$ cat config.mk
export PLATFORM = sky130hd
export DESIGN_NAME = uart_tx_ctrl
export DESIGN_NICKNAME = d
export VERILOG_FILES = /design/src/rtl/uart_tx_ctrl.sv
export SDC_FILE = /design/constraint.sdc
export NUM_CORES = 1
export LEC_CHECK = 0
export CAP_MARGIN = 20
export CORE_MARGIN = 3
export CORE_UTILIZATION = 50
export DETAILED_ROUTE_END_ITERATION = 12
export PLACE_DENSITY = 0.75
export RECOVER_POWER = 50
export SYNTH_ARGS = -nofsm -noshare
export SYNTH_HDL_FRONTEND = slang
export SYNTH_SLANG_ARGS = --single-unit
export TNS_END_PERCENT = 1
$ cat constraint.sdc
create_clock -name pClk -period 3.2 [get_ports pClk]
set_clock_uncertainty 0.2 [all_clocks]
set_input_delay 0.8 -clock pClk [delete_from_list [all_inputs] [get_ports pClk]]
set_output_delay 0.8 -clock pClk [all_outputs]
set_load 0.02 [all_outputs]
$ cat src/rtl/uart_tx_ctrl.sv
// UART transmit controller: byte FIFO feeding a serializer one frame at a time,
// with TX status flags (empty, full, transmit-complete, overflow) for the register block.
module uart_tx_ctrl #(
  parameter int unsigned DEPTH = 4,
  parameter int unsigned AW    = 2
) (
  input  logic          pClk,
  input  logic          pReset,
  input  logic          TxEn,
  input  logic          WrEn,
  input  logic [7:0]    WrData,
  input  logic          Flush,
  input  logic          TxcClr,
  input  logic          OvfClr,
  input  logic          TxDone,
  output logic          TxStart,
  output logic [7:0]    TxData,
  output logic          Empty,
  output logic          Full,
  output logic          Busy,
  output logic          TxComplete,
  output logic          Overflow,
  output logic [AW:0]   Level
);

  typedef enum logic [1:0] {S_IDLE, S_START, S_BUSY} state_t;

  state_t          state_q, state_d;
  logic [7:0]      mem_q [DEPTH];
  logic [AW-1:0]   wr_ptr_q, wr_ptr_d;
  logic [AW-1:0]   rd_ptr_q, rd_ptr_d;
  logic [AW:0]     count_q, count_d;
  logic [7:0]      tx_data_q, tx_data_d;
  logic            txc_q, txc_d;
  logic            ovf_q, ovf_d;

  logic            empty_w, full_w;
  logic            pop, push, ovf_set, txc_set, done_to_idle;

  assign empty_w = (count_q == '0);
  assign full_w  = (count_q == (AW+1)'(DEPTH));

  always_comb begin
    state_d      = state_q;
    pop          = 1'b0;
    done_to_idle = 1'b0;
    case (state_q)
      S_IDLE: begin
        if (!Flush && TxEn && !empty_w) begin
          pop     = 1'b1;
          state_d = S_START;
        end
      end
      S_START: state_d = S_BUSY;
      S_BUSY: begin
        if (TxDone) begin
          if (!Flush && TxEn && !empty_w) begin
            pop     = 1'b1;
            state_d = S_START;
          end else begin
            state_d      = S_IDLE;
            done_to_idle = 1'b1;
          end
        end
      end
      default: state_d = S_IDLE;
    endcase

    // A pop in the same cycle frees the slot, so a full FIFO can still accept.
    push    = WrEn && !Flush && (!full_w || pop);
    ovf_set = WrEn && !Flush && full_w && !pop;
    // Flush leaves the FIFO empty, so a frame ending alongside it still completes.
    txc_set = done_to_idle && (empty_w || Flush) && !push;

    wr_ptr_d  = wr_ptr_q;
    rd_ptr_d  = rd_ptr_q;
    count_d   = count_q;
    tx_data_d = tx_data_q;
    if (pop) begin
      tx_data_d = mem_q[rd_ptr_q];
      rd_ptr_d  = rd_ptr_q + AW'(1);
    end
    if (push) wr_ptr_d = wr_ptr_q + AW'(1);
    if (Flush) begin
      wr_ptr_d = '0;
      rd_ptr_d = '0;
      count_d  = '0;
    end else begin
      count_d = count_q + (AW+1)'(push) - (AW+1)'(pop);
    end

    txc_d = txc_q;
    if (TxcClr || push) txc_d = 1'b0;
    else if (txc_set)   txc_d = 1'b1;

    ovf_d = ovf_q;
    if (ovf_set)     ovf_d = 1'b1;
    else if (OvfClr) ovf_d = 1'b0;
  end

  always_ff @(posedge pClk or negedge pReset) begin
    if (!pReset) begin
      state_q   <= S_IDLE;
      wr_ptr_q  <= '0;
      rd_ptr_q  <= '0;
      count_q   <= '0;
      tx_data_q <= '0;
      txc_q     <= 1'b0;
      ovf_q     <= 1'b0;
    end else begin
      state_q   <= state_d;
      wr_ptr_q  <= wr_ptr_d;
      rd_ptr_q  <= rd_ptr_d;
      count_q   <= count_d;
      tx_data_q <= tx_data_d;
      txc_q     <= txc_d;
      ovf_q     <= ovf_d;
    end
  end

  always_ff @(posedge pClk) begin
    if (push) mem_q[wr_ptr_q] <= WrData;
  end

  assign TxStart    = (state_q == S_START);
  assign Busy       = (state_q != S_IDLE);
  assign TxData     = tx_data_q;
  assign Empty      = empty_w;
  assign Full       = full_w;
  assign Level      = count_q;
  assign TxComplete = txc_q;
  assign Overflow   = ovf_q;

endmodule

After elaboration in Yosys (flattened, before gate mapping)
Memory sizes are Yosys's and may differ from the RTL's. A register that Yosys moved wholly into a read port is not among the register bits.
Cells that the tools add are included.
{ "totals": {"register_bits": 11, "ramBits": 32, "out_inout_bits": 17, "mem_count": 1} }
{ "mem_list": {"columns": ["name", "words", "word_bits", "rd", "rd_clocked_by_memory_dff", "write_ports", "line_no", "text"], "rows": [
  ["mem_q", 4, 8, 1, 1, 1, "29", "logic [7:0] mem_q [DEPTH];"]
]} }
{ "op_classes": {"n_addsub": 4, "n_eq_ne": 5, "mux": 21, "n_reduce_logical": 25} }
{ "op_table": {"columns": ["op", "n"], "rows": [
  ["1-bit two-way mux", 12],
  ["2-bit two-way mux", 6],
  ["2-bit nonzero test", 5],
  ["1-bit logical AND", 8],
  ["1-bit zero test", 6],
  ["2-bit case mux with 3 select lines", 1],
  ["2-bit by 1-bit adder with 2-bit output, second input constant", 2],
  ["2-bit inequality test, second input constant", 2],
  ["3-bit by 1-bit adder with 3-bit output", 1],
  ["3-bit == test, second input constant", 1],
  ["3-bit zero test", 1],
  ["1-bit logical OR", 3],
  ["3-bit two-way mux", 1],
  ["3-bit by 1-bit subtractor with 3-bit output", 1],
  ["2-bit by 1-bit == test with 1-bit output, second input constant", 1],
  ["2-bit == test, second input constant", 1],
  ["2-bit zero test", 1],
  ["1-bit case mux with 2 select lines", 1],
  ["2-bit AND reduction", 1]
]} }

Logic depth before layout (Yosys ltp)
Gate-level depths: netlist (run 1).
{ "depth": {"depth_word": 12, "ltp_mapped": 9, "mapped_depth_nobuf": 9} }

Least setup slack after synthesis (run 1)
OpenSTA, ideal clock, no wires.
{ "synth_path": {"kind": "input to register", "start": "in TxEn", "end": "reg count_q[1], in the netlist Level[1]", "setup_time_ns": 0.072, "arrival_ns": 2.428, "required_ns": 2.928, "setup_slack_ns": 0.500, "stages": 8, "path_buffers": 1, "cell_sequence": "nand2b_1 nor4_4 buf_6 mux2_1 ha_1 inv_1 fa_1 nor2_1"} }
{ "synth_via": {"elab_chain_len": 10} }
{ "synth_lines": {"columns": ["item", "line_no", "text"], "rows": [
  ["start: declaration", "9", "input logic TxEn,"],
  ["1-bit logical AND * (2 in a row)", "49, 57", null],
  ["1-bit two-way mux *", "49, 57", null],
  ["1-bit two-way mux", "56", "if (TxDone) begin"],
  ["1-bit case mux with 2 select lines *", "47", "case (state_q)"],
  ["1-bit logical OR", "70", "push = WrEn && !Flush && (!full_w || pop);"],
  ["1-bit logical AND", "70", null],
  ["3-bit by 1-bit adder with 3-bit output", "89", "count_d = count_q + (AW+1)'(push) - (AW+1)'(pop);"],
  ["3-bit by 1-bit subtractor with 3-bit output *", "89", null],
  ["3-bit two-way mux *", "84", "if (Flush) begin"],
  ["net count_d[1]", "32", "logic [AW:0] count_q, count_d;"],
  ["end signal: assignment", "114", "count_q <= count_d;"],
  ["end: declaration", "32", null]
]} }
Mark *: on every way through the listed nets, which the timed path passes. The rest lies on a longest branch.
A chain may end at the register's enable or synchronous reset.

Worst setup path after layout (run 1)
{ "layout_path": {"start": "in TxDone", "end": "reg count_q[1], in the netlist Level[1]"} }
{ "layout_via": {"elab_chain_len": 7} }
{ "layout_lines": {"columns": ["item", "line_no", "text"], "rows": [
  ["start: declaration", "15", "input logic TxDone,"],
  ["1-bit two-way mux *", "56", null],
  ["1-bit case mux with 2 select lines *", "47", null],
  ["1-bit logical OR", "70", null],
  ["1-bit logical AND", "70", null],
  ["3-bit by 1-bit adder with 3-bit output", "89", null],
  ["3-bit by 1-bit subtractor with 3-bit output *", "89", null],
  ["3-bit two-way mux *", "84", null],
  ["net count_d[1]", "32", null]
]} }
Marks and branches as above.

==> metrics.cfg, run 1 <==
[outcome]
status = completed

[clock_network]
postCtsResizedCells = 0
cts_tree = built
clock-sinks = 51
post_cts_buffers = 0
clkLatencyLatePin_ns = 0.30
cts_hold_buffers = 0
clk_pin_slew_worst_paths_ns = 0.09
clock_path_buffers = 2
htree_num_levels = 2
clock-root-buffer = clkbuf_8
numCtsBuffers = 5

[layout]
syn_to_final_growth_pct = 21.02
final_cell_mix = edfxtp_1 (32), clkdlybuf4s50_1 (21), dfrtp_1 (19)
drive_gt1_frac = 0.1625
final_nets = 181
fillers = 281
n_antenna_cell = 0
fin_util = 0.6617
final_common_cell = edfxtp_1

[pwr]
p_seq_frac = 0.500
p_leak_nw = 0.9521
netSwitchingFraction = 0.2970
power_frac_comb = 0.299
finalPower_mw = 1.769
p_int_mw = 1.244
clkPwrFrac = 0.201
switching_power_mw = 0.5255
powerDensity_nw_per_um2 = 693.7
max-vdd-ir-drop_uv = 344.7

[yosys]
ys_ff_latch = 51
synth-xor-area-share = 0.01247
synthMuxAreaShare = 0.1485
synth_fa_ha_area_frac = 0.03919
netlist_instances = 120
synth_area_sq_um = 2107
yosysWarningCount = 0
syn_nets = 142
yosysTopAreaCell = edfxtp_1
synth_cell_types = 30
synth-simple-area-share = 0.08254
synth_compound_area_frac = 0.01188
synth.area.top_cells = edfxtp_1 (46%), dfrtp_1 (23%), mux4_2 (8.6%)
synth_top_family_by_area = multiplexers
synth_top_area_frac = 0.4561
yosysSeqAreaShare = 0.6817
avgSynthCellArea_sq_um = 17.56

[setup_path]
critPathKind = input pin to flip-flop
cp_data_required_time_ns = 3.23
r2r_slack_ns = 0.81
worstPathArrival_ns = 2.89
worstSetupStartpointType = input pin
r2r_end = Level[1]
reg2regPathDepth = 7
regToRegStartpoint = Level[1]
cp-end-kind = flip-flop
cp_max_fo = 3

[hold_path]
min_from = TxData[6]
holdPathEnd = TxData[6]
min_path_type = flip-flop to flip-flop
hold-path-cell-count = 1

[drt]
first_iter_violations = 30
wirelength_mm = 3.439
ant_nets = 0
drc = 0
vias = 1103
viasPerCell = 5.303
firstDrtPassIters = 4
wl_per_cell_microns = 16.53

[floorplan]
num_rows = 22
start_util = 0.5468
io_pins = 33
die_area_sq_um = 5029
core_sq_um = 3854
die_w_microns = 70.92
die_h_microns = 70.92

[timing]
rsz0062_at_grt = false
setup_viol = 0
report.final.slew_viol_count = 0
setup_tns_ns = 0
period_minus_slack_ns = 2.862
post-route-period-util = 0.8944
worst_pin_slew_ns = 1.085
slew_headroom = 0.2768
fmax_ghz = 0.3494
finalHoldViolCount = 0

[place]
gp_congestion = 0.8171
dpl.hpwl_mm = 2.374
io_buffers = 32

[global_routing]
grt_max_degree = 20
groute.usage.overall = 0.1507
grt_pass1_wl_mm = 5.658
grt.overflow.total = 0
grt_pass1_vias = 1156
antenna_found_initial = 0

[run]
max_cap_violations = 0

==> cell usage after synthesis <==
master and instances:
buf_2 1, or2_2 1, nor2_1 5, edfxtp_1 32, o22ai_1 1, nor3b_2 2
mux4_2 8, nor3_1 1, nand2b_1 3, nor2b_1 3, mux2_2 6, ha_1 5
nand3_1 1, inv_1 7, fa_1 1, o21ai_0 2, buf_6 1, and2_1 5
clkbuf_1 1, mux2_1 4, mux2i_1 2, xor2_1 1, buf_1 1, dfrtp_1 19
nor4_4 1, nor3_2 1, xnor2_1 2, o2111ai_1 1, nand2_2 1, nand3b_1 1
==> sequential cells by signal, indices dropped and copies added (netlist names) <==
signal	count
mem_q	32
TxData	8
Level	3
rd_ptr_q	2
state_q	2
wr_ptr_q	2
Overflow	1
TxComplete	1
==> power groups by stage <==
stage | Sequential (mW) | Combinational, mW | Clock, mW
4_1_cts | 0.886 | 0.555 | 0.363
2_1_floorplan | 0.952 | 0.249 | 0
3_5_place_dp | 0.900 | 0.553 | 0
5_1_grt | 0.899 | 0.571 | 0.398
6_report | 0.884 | 0.529 | 0.356
3_3_place_gp | 0.894 | 0.543 | 0
==> critical path: stages <==
cell and delay, ns:
dlygate4sd3_1 0.58, nor2b_1 0.08, nor4_1 0.30, mux2_1 0.37
ha_1 0.18, inv_1 0.07, fa_1 0.41, nor2_1 0.11
==> cells by family (layout without fill, tap and decap cells) <==
group                      after synthesis  count (layout)
xor gates and xnor gates                 3               3
muxes                                   20              20
DFF                                     51              51
buffers and inverters                   11              51
AOI/OAI and AO/OA                        4               4
adders and majority gates                6               6
and+or+nand+nor                         25              25
==> how the worst max path moves through the flow <==
stage	depth (start not counted)	end	from	slack, ns
detailed placement	9	Level[1]	TxDone	0.11
CTS	9	Level[1]	TxDone	0.41
finish	8	Level[1]	TxDone	0.34
floorplan	8	Level[1]	TxEn	0.50
global placement	9	Level[1]	TxDone	0.19
global route	6	mem_q[0][2]	TxDone	0.22
==> per-stage QoR <==
step | instance area, sq um | std cells | setup slack (ns) | hold WS, ns
finish | 2550 | 208 | 0.3379 | 0.2888
global placement | 2494 | 200 | 0.1889 | 0.2661
detailed placement | 2494 | 200 | 0.1085 | 0.2789
floorplan | 2107 | 120 | 0.4997 | 0.2968
global route | 2550 | 208 | 0.2247 | 0.3206
CTS | 2580 | 208 | 0.4106 | 0.2987
==> area by class of cell <==
class / count / area, sq um / share of cell area
flip-flops and latches: 51 / 1436 / 0.5633
multi-input cells: 58 / 598.1 / 0.2345
clock inverters: 2 / 13.76 / 0.005397
repair buffers: 36 / 342.8 / 0.1344
well taps: 48 / 60.06 / 0.02355
inverters: 7 / 26.28 / 0.01030
clock buffers: 6 / 72.57 / 0.02846
==> routing by layer <==
layer / share of wire / vias up / GRT usage
li1: - / 513 / -
met1: 0.41 / 550 / 0.1831
met2: 0.52 / 36 / 0.2616
met3: 0.059 / 4 / 0.04403
met4: 0.0079 / 0 / 0.04384
met5: 0 / - / 0
Power figures use the tool's default switching activity.
==> run 2: changes to the inputs <==
--- a/config.mk
+++ b/config.mk
@@ -8,6 +8,7 @@
 export CAP_MARGIN = 20
 export CORE_MARGIN = 3
 export CORE_UTILIZATION = 50
+export CTS_BUF_LIST = sky130_fd_sc_hd__clkbuf_2
 export DETAILED_ROUTE_END_ITERATION = 12
 export PLACE_DENSITY = 0.75
 export RECOVER_POWER = 50
==> run 2 against run 1 <==
  * Flip-flop and latch count unchanged
  * Maximum frequency down 3.7%
  * Register-to-register slack worse by 0.24 ns
  * Sequential share of layout area up 0.64 points
  * Worst setup slack worse by 0.11 ns
  * Largest power group unchanged
==> metrics.cfg, run 2 (synthesized netlist as in run 1, its figures left out) <==
[setup_path]
r2r_end = Level[1]
reg2regPathDepth = 6
cp_data_required_time_ns = 3.37
regToRegStartpoint = Level[1]
path_delay_family = buffers and inverters
cp-end-kind = flip-flop
cpMaxStageDelayCell = clkbuf_1
worstSetupStartpointType = input pin
slowest_delay_ns = 0.64
cp_max_fo = 13
worstPathArrival_ns = 3.14
worst-path-buf-inv = 2
critPathKind = input pin to flip-flop
crit_chain = dlygate4sd3_1, nand2b_1, nor4_4, clkbuf_1, and2_1, fa_1, nor2_1
r2r_slack_ns = 0.57

[layout]
fin_util = 0.6542
stdcell_count = 208
finalInstanceArea_sq_um = 2521
final_nets = 181
max_flop_register = mem_q
final_cell_mix = edfxtp_1 (32), clkdlybuf4s50_1 (21), dfrtp_1 (19)
final_common_cell = edfxtp_1
largest_reg_flops = 32
n_antenna_cell = 0
syn_to_final_growth_pct = 19.66
drive_gt1_frac = 0.1750

[global_routing]
antenna_found_initial = 0
grt_pass1_wl_mm = 5.727
groute.usage.overall = 0.1546
grt_max_degree = 20
grt_pass1_vias = 1152
grt.overflow.total = 0

[place]
placed_cells = 200
dpl.hpwl_mm = 2.374
dpl_cell_area_sq_um = 2494
gp_congestion = 0.8171
dp_slack_ns = 0.1085
io_buffers = 32

[drt]
ant_nets = 0
vias = 1104
firstDrtPassIters = 4
wl_per_cell_microns = 16.55
wirelength_mm = 3.442
first_iter_violations = 47
drc = 0
viasPerCell = 5.308

[clock_network]
postCtsResizedCells = 0
clock_path_buffers = 2
htree_num_levels = 2
clock-sinks = 51
clkLatencyLatePin_ns = 0.44
clock-root-buffer = clkbuf_2
cts_hold_buffers = 0
clk_pin_slew_worst_paths_ns = 0.22
numCtsBuffers = 5
post_cts_buffers = 0
cts_tree = built

[timing]
hold_ws_ns = 0.3177
fin_ws_ns = 0.2271
fmax_ghz = 0.3364
report.final.slew_viol_count = 0
setup_viol = 0
slew_headroom = 0.2880
period_minus_slack_ns = 2.973
worst_pin_slew_ns = 1.068
post-route-period-util = 0.9290
rsz0062_at_grt = false
setup_tns_ns = 0
finalHoldViolCount = 0

[outcome]
status = completed

[hold_path]
min_from = TxData[5]
hold-path-cell-count = 1
min_path_type = flip-flop to flip-flop
holdPathEnd = TxData[5]

[run]
max_cap_violations = 0

[floorplan]
start_util = 0.5468
die_area_sq_um = 5029
die_w_microns = 70.92
die_h_microns = 70.92
io_pins = 33
core_sq_um = 3854
num_rows = 22

[pwr]
finalPower_mw = 1.672
max-vdd-ir-drop_uv = 405.8
powerDensity_nw_per_um2 = 663.0
p_leak_nw = 0.9375

==> run 2: cell types whose count changed in the layout (fill, tap and decap cells not counted), sizes merged <==
cell    before  now
buf          2    1
clkbuf       8    9
==> run 2: worst max path at each step <==
| stage | startpoint | endpoint | slack [ns] | cells after the start |
|---|---|---|---|---|
| global placement | TxDone | Level[1] | 0.19 | 9 |
| detailed placement | TxDone | Level[1] | 0.11 | 9 |
| global route | Level[1] | Empty | 0.13 | 2 |
| CTS | Level[1] | Empty | 0.22 | 2 |
| floorplan | TxEn | Level[1] | 0.50 | 8 |
| finish | TxEn | Level[1] | 0.23 | 7 |
==> run 2: area by class of cell <==
| class | count | area (sq um) |
|---|---|---|
| Clock buffer | 6 | 30.03 |
| Clock inverter | 2 | 13.76 |
| Fill cell | 287 | 1333 |
| Inverter | 7 | 26.28 |
| Multi-Input combinational cell | 58 | 615.6 |
| Sequential cell | 51 | 1436 |
| Tap cell | 48 | 60.06 |
| Timing Repair Buffer | 36 | 339.1 |
==> run 2: report_power, final <==
group          switching, mW  total [mW]  internal (mW)  leakage (nW)
clock network          0.192       0.250         0.0576        0.0330
logic                  0.251       0.539          0.288         0.369
registers             0.0786       0.883          0.804         0.535
total                  0.522        1.67           1.15         0.938
==> run 2: layer usage <==
layer  vias to the layer above  global-route usage  wire length, microns
met1                       552              0.1860                  1419
li1                        516                   -                     -
met3                         5             0.03977                   191
met4                         0             0.07516                    39
met2                        31              0.2595                  1793
met5                         -                   0                     0
